**config.mk**
```make
export PLATFORM = sky130hd
export DESIGN_NAME = waveform_plotter
export DESIGN_NICKNAME = d
export VERILOG_FILES = /design/src/rtl/waveform_plotter.sv
export SDC_FILE = /design/constraint.sdc
export NUM_CORES = 1
export LEC_CHECK = 0
export ABC_CLOCK_PERIOD_IN_PS = 6000
export CORE_UTILIZATION = 58
export DETAILED_ROUTE_END_ITERATION = 10
export GPL_TIMING_DRIVEN = 0
export HOLD_SLACK_MARGIN = 0.15
export MAX_ROUTING_LAYER = met4
export PLACE_DENSITY = 0.86
export SYNTH_ARGS = -nofsm -noshare
export SYNTH_HDL_FRONTEND = slang
export SYNTH_SLANG_ARGS = --single-unit
```
**constraint.sdc**
```tcl
create_clock -name clk -period 6 [get_ports clk]
set_input_delay 1.2 -clock clk [delete_from_list [all_inputs] [get_ports clk]]
set_output_delay 1.2 -clock clk [all_outputs]
set_load 0.01 [all_outputs]
```
**src/rtl/waveform_plotter.sv**
```systemverilog
// Oscilloscope-style column plotter: decimates multi-channel samples, then per column
// erases x=col and draws a connected vertical segment per channel, one pixel per cycle.
module waveform_plotter #(
    parameter int                  SAMPLE_W = 24,
    parameter int                  NUM_CH   = 2,
    parameter int                  SCREEN_W = 160,
    parameter int                  SCREEN_H = 120,
    parameter int                  X_W      = 8,
    parameter int                  Y_W      = 7,
    parameter int                  DECIM    = 1000,
    parameter int                  SHIFT    = 17,
    parameter logic [3*NUM_CH-1:0] COLOURS  = 6'b100_010
) (
    input  logic                         clk,
    input  logic                         reset,
    input  logic                         enable,
    input  logic                         continuous,
    input  logic                         arm,
    input  logic                         sample_valid,
    input  logic [NUM_CH*SAMPLE_W-1:0]   sample_in,
    output logic                         plot,
    output logic [X_W-1:0]               x_out,
    output logic [Y_W-1:0]               y_out,
    output logic [2:0]                   colour,
    output logic                         busy,
    output logic                         frame_done,
    output logic                         overrun
);

    localparam int DCNT_W = (DECIM > 1) ? $clog2(DECIM) : 1;
    localparam int CH_W   = (NUM_CH > 1) ? $clog2(NUM_CH) : 1;
    localparam int EXT_W  = SAMPLE_W + 2;

    typedef enum logic [2:0] {S_IDLE, S_ERASE, S_DRAW, S_NEXT, S_DONE} state_t;

    state_t                      state_q, state_d;
    logic [X_W-1:0]              col_q, col_d;
    logic [DCNT_W-1:0]           dcnt_q, dcnt_d;
    logic [NUM_CH*SAMPLE_W-1:0]  samp_q, samp_d;
    logic [Y_W-1:0]              prev_y_q [NUM_CH];
    logic [Y_W-1:0]              prev_y_d [NUM_CH];
    logic [Y_W-1:0]              row_q, row_d;
    logic [CH_W-1:0]             ch_q, ch_d;
    logic                        plot_q, plot_d;
    logic [X_W-1:0]              x_q, x_d;
    logic [Y_W-1:0]              y_q, y_d;
    logic [2:0]                  colour_q, colour_d;
    logic                        busy_q, busy_d;
    logic                        frame_done_q, frame_done_d;
    logic                        overrun_q, overrun_d;

    logic [Y_W-1:0]              new_y [NUM_CH];
    logic [Y_W-1:0]              tgt_y, first_start, nxt_start;
    logic [2:0]                  draw_colour;
    logic                        col_sample;

    // Arithmetic shift, flip so positive is up, then clamp into the visible rows.
    function automatic logic [Y_W-1:0] map_y(input logic [SAMPLE_W-1:0] raw);
        logic signed [SAMPLE_W-1:0] sh;
        logic signed [EXT_W-1:0]    d;
        sh = $signed(raw) >>> SHIFT;
        d  = EXT_W'(SCREEN_H / 2) - EXT_W'(sh);
        if (d[EXT_W-1])
            map_y = '0;
        else if (d > EXT_W'(SCREEN_H - 1))
            map_y = Y_W'(SCREEN_H - 1);
        else
            map_y = d[Y_W-1:0];
    endfunction

    always_comb begin
        for (int c = 0; c < NUM_CH; c++)
            new_y[c] = map_y(samp_q[c*SAMPLE_W +: SAMPLE_W]);
    end

    // Column 0 has no predecessor, so each segment starts at its own end point.
    always_comb begin
        tgt_y       = new_y[0];
        draw_colour = COLOURS[2:0];
        nxt_start   = new_y[0];
        first_start = (col_q == '0) ? new_y[0] : prev_y_q[0];
        for (int c = 0; c < NUM_CH; c++) begin
            if (ch_q == CH_W'(c)) begin
                tgt_y       = new_y[c];
                draw_colour = COLOURS[3*c +: 3];
            end
            if (c > 0 && ch_q == CH_W'(c - 1))
                nxt_start = (col_q == '0) ? new_y[c] : prev_y_q[c];
        end
    end

    always_comb begin
        state_d      = state_q;
        col_d        = col_q;
        dcnt_d       = dcnt_q;
        samp_d       = samp_q;
        prev_y_d     = prev_y_q;
        row_d        = row_q;
        ch_d         = ch_q;
        plot_d       = 1'b0;
        x_d          = x_q;
        y_d          = y_q;
        colour_d     = colour_q;
        busy_d       = 1'b0;
        frame_done_d = 1'b0;
        overrun_d    = overrun_q;
        col_sample   = 1'b0;

        if (enable && sample_valid) begin
            if (dcnt_q == DCNT_W'(DECIM - 1)) begin
                dcnt_d     = '0;
                col_sample = 1'b1;
            end else begin
                dcnt_d = dcnt_q + DCNT_W'(1);
            end
        end

        case (state_q)
            S_IDLE: begin
                if (col_sample) begin
                    samp_d  = sample_in;
                    row_d   = '0;
                    state_d = S_ERASE;
                end
            end
            S_ERASE: begin
                plot_d   = 1'b1;
                busy_d   = 1'b1;
                x_d      = col_q;
                y_d      = row_q;
                colour_d = 3'b000;
                if (row_q == Y_W'(SCREEN_H - 1)) begin
                    ch_d    = '0;
                    row_d   = first_start;
                    state_d = S_DRAW;
                end else begin
                    row_d = row_q + Y_W'(1);
                end
            end
            S_DRAW: begin
                plot_d   = 1'b1;
                busy_d   = 1'b1;
                x_d      = col_q;
                y_d      = row_q;
                colour_d = draw_colour;
                if (row_q == tgt_y) begin
                    if (ch_q == CH_W'(NUM_CH - 1)) begin
                        state_d = S_NEXT;
                    end else begin
                        ch_d  = ch_q + CH_W'(1);
                        row_d = nxt_start;
                    end
                end else if (row_q < tgt_y) begin
                    row_d = row_q + Y_W'(1);
                end else begin
                    row_d = row_q - Y_W'(1);
                end
            end
            S_NEXT: begin
                prev_y_d = new_y;
                if (col_q == X_W'(SCREEN_W - 1)) begin
                    frame_done_d = 1'b1;
                    if (continuous) begin
                        col_d   = '0;
                        state_d = S_IDLE;
                    end else begin
                        state_d = S_DONE;
                    end
                end else begin
                    col_d   = col_q + X_W'(1);
                    state_d = S_IDLE;
                end
            end
            S_DONE: begin
                if (arm) begin
                    col_d   = '0;
                    state_d = S_IDLE;
                end
            end
            default: state_d = S_IDLE;
        endcase

        if (col_sample && (state_q == S_ERASE || state_q == S_DRAW || state_q == S_NEXT))
            overrun_d = 1'b1;
    end

    always_ff @(posedge clk) begin
        if (reset) begin
            state_q      <= S_IDLE;
            col_q        <= '0;
            dcnt_q       <= '0;
            samp_q       <= '0;
            for (int c = 0; c < NUM_CH; c++)
                prev_y_q[c] <= Y_W'(SCREEN_H / 2);
            row_q        <= '0;
            ch_q         <= '0;
            plot_q       <= 1'b0;
            x_q          <= '0;
            y_q          <= '0;
            colour_q     <= 3'b000;
            busy_q       <= 1'b0;
            frame_done_q <= 1'b0;
            overrun_q    <= 1'b0;
        end else begin
            state_q      <= state_d;
            col_q        <= col_d;
            dcnt_q       <= dcnt_d;
            samp_q       <= samp_d;
            prev_y_q     <= prev_y_d;
            row_q        <= row_d;
            ch_q         <= ch_d;
            plot_q       <= plot_d;
            x_q          <= x_d;
            y_q          <= y_d;
            colour_q     <= colour_d;
            busy_q       <= busy_d;
            frame_done_q <= frame_done_d;
            overrun_q    <= overrun_d;
        end
    end

    assign plot       = plot_q;
    assign x_out      = x_q;
    assign y_out      = y_q;
    assign colour     = colour_q;
    assign busy       = busy_q;
    assign frame_done = frame_done_q;
    assign overrun    = overrun_q;

endmodule

```
==> reports/metrics.yaml <==
power_and_ir_drop:
  vdd_drop_max_uv: 180
  pwr_density_cell_nw_per_um2: 297
  power_leakage_nw: 1.83
cells_and_area:
  fin_cells: 721
  antenna_cells: 0
  stdcell_area_um2: 5170
  layout-drive-gt1-share_pct: 6.91
  syn_to_final_growth_pct: 17.0
  nets: 685
clock_tree:
  cts_buffer_depth: 2
  numClockSinks: 77
  post_cts_buffers: 0
  cts_tree: "yes"
  h-tree-depth: 3
  numCtsBuffers: 9
  cts.clk_slew.worst_paths_ps: 80
  hold_buffers: 0
  cts-root-buf: "clkbuf_8"
  clk_latency_ps: 360
  postCtsResizedCells: 0
sta:
  fmaxAchievable_mhz: 257
  worstMarginPinSlew_ps: 798
  setup_viol: 0
  fin_crit_sh_pct: 65.0
  rsz0062_at_grt: "false"
  totalNegativeSetupSlack_ps: 0
  final_hold_viol_count: 0
  finalCriticalPeriod_ps: 3900
  slew_headroom_pct: 46.3
  slew_viol_final: 0
  fin_skew_ps: 6.36
worst_setup_path:
  crit_arrival_ps: 4180
  critPathTopFamily: "compound AO/OA/AOI/OAI gates"
  critPathBufInv: 2
  cp-end-kind: "register"
  cp.required_ps: 6280
  critPathKind: "register to register"
  worst-path-stages: 13
  cp_common_cell: "ha_1"
  reg2reg_depth: 13
  crit_fanout: 8
  crit_chain: "clkbuf_1, inv_1, ha_1, nand3b_1, o41ai_1, o21ai_0, ha_1, nand4_1, nor2_1, nand2_1, a2111oi_0, a21oi_1, a31oi_1"
  timing.critical_path.slowest_cell_delay_ps: 610
  crit_path_top_delay_cell: "a2111oi_0"
  worst_setup_path_start_kind: "register"
synthesis:
  synth_fa_ha_area_share_pct: 3.96
  syn_area_um2: 4420
  synth_mux_area_share_pct: 4.56
  syn_inst: 567
  synth_top_area_share_pct: 34.9
  synth_top_family_by_area: "simple AND/OR/NAND/NOR gates"
  async_reset_ff_share_pct: 0
  synth_nets: 635
  avgSynthCellArea_um2: 7.79
  yosysSeqAreaShare_pct: 34.9
  yosysTopAreaCell: "dfxtp_1"
  synth_compound_area_share_pct: 19.2
  ys_warn_count: 0
  synth_edf_count: 0
  ys_ff_latch: 77
  synth-simple-area-share_pct: 28.2
  ys_top_cells_by_area: "dfxtp_1 35%, nand2_1 6.8%, nor2_1 6.3%"
  ys.flop_type: "dfxtp_1"
  synth_cell_types: 72
  synth_common_cells: "80 x nand2_1, 77 x dfxtp_1, 74 x nor2_1"
  synth_most_common_cell: "nand2_1"
  synth_xor_area_share_pct: 4.36
placed_design:
  io_buffers: 39
  gp_congestion: 0.946
  post_dp_cell_area_um2: 4930
  dp.cells: 705
  hpwl_mm: 8.23
detailed_routing:
  dr.pass1.iters: 5
  vias_per_cell: 6.07
  ant_nets: 0
  wl_mm: 11.1
  routedWlPerCell_um: 15.4
  remaining_drc_errors: 0
  first_iter_violations: 279
  vias: 4379
job:
  drv_cap: 0
die:
  start_util_pct: 60.6
  die_area_um2: 7970
  num_io_pins: 76
  die_y_um: 89.3
  die_x_um: 89.3
  coreArea_um2: 7290
  num_rows: 31
global_routing:
  antenna_found_initial: 0
  grt_max_degree: 14
  grt_pass1_vias: 3916
  grt_pass1_wl_mm: 18.3
  grtUsageTotal_pct: 30.7
  globalRoute.totalOverflow: 0
worst_hold_path:
  hp-class: "register to register"
  hold_path_depth: 2
status:
  status: "finished, final reports clean"
[cell usage in the layout (no fill, tap or decap), types with 13 or more instances in the layout]
cell and count:
clkbuf_1 27, inv_1 13, nor3_1 16, nand3_1 17
a21oi_1 38, dfxtp_1 77, o21ai_0 24, clkdlybuf4s50_1 39
nor2_1 74, mux2i_1 19, ha_1 14, nand2_1 80
[registers in the layout, summed over array words and instances, names as in the netlist, 2 cells and up]
register / cells
samp_q: 14
dcnt_q: 10
state_q: 3
prev_y_q: 14
row_q: 7
col_q: 8
y_out: 7
colour: 2
x_out: 8
[layer usage]
layer | routed length [um] | vias to the layer above | track usage (%)
li1 | - | 2119 | -
met1 | 4910 | 2093 | 39.4
met2 | 5270 | 144 | 49.2
met3 | 704 | 23 | 4.25
met4 | 207 | 0 | 12.0
met5 | 0 | - | -
[final timing paths]
| check | startpoint | to | slack (ps) |
|---|---|---|---|
| setup / recovery | samp_q[17] | row_q[5] | 2100 |
| hold / removal | x_out[6] | x_out[6] | 460 |
| setup reg to reg | samp_q[17] | row_q[5] | 2100 |
| hold reg to reg | x_out[6] | x_out[6] | 460 |
[tightest hold or removal path, delay by kind of cell, from the launching register on]
family / cells / cell delay, ps
flip-flops: 1 / 310
AO/OA/AOI/OAI: 1 / 50
AND/OR/NAND/NOR: 1 / 50
[logic make-up (layout without fill, tap and decap cells)]
| family | count (synthesis) | in the layout |
|---|---|---|
| other | 1 | 1 |
| flip-flops | 77 | 77 |
| multiplexers | 20 | 20 |
| AND/OR/NAND/NOR | 255 | 255 |
| AO/OA/AOI/OAI | 127 | 127 |
| adder cells (fa/ha/maj) | 14 | 14 |
| XOR/XNOR | 22 | 22 |
| buffers and inverters | 51 | 106 |
[metrics by stage]
| stage | setup slack (ps) | power (mW) | utilization [%] | hold WS (ps) |
|---|---|---|---|---|
| floorplan | 2890 | 0.927 | - | 434 |
| global route | 1780 | 1.62 | 70.9 | 470 |
| finish | 2100 | 1.54 | 70.9 | 456 |
| global placement | 2190 | 1.05 | 67.6 | 442 |
| detailed placement | 2230 | 1.06 | 67.6 | 445 |
| CTS | 2220 | 1.53 | 70.9 | 456 |
[where the power goes]
group | internal (mW) | leakage [nW] | switching (mW) | total, mW
Combinational | 0.184 | 1.08 | 0.302 | 0.486
Sequential | 0.545 | 0.622 | 0.0294 | 0.574
Clock | 0.275 | 0.123 | 0.201 | 0.476
Total | 1.00 | 1.83 | 0.532 | 1.54
[layout make-up]
type                       instances  area, um2
buffer                            37        160
clock buffer                       9        124
clock inverter                     7        114
fill                             627       2120
inverter                          14       52.6
multi-input combinational        439       2660
sequential                        77       1540
tap                               99        124
timing repair buffer              39        390
Power figures use the tool's default switching activity.
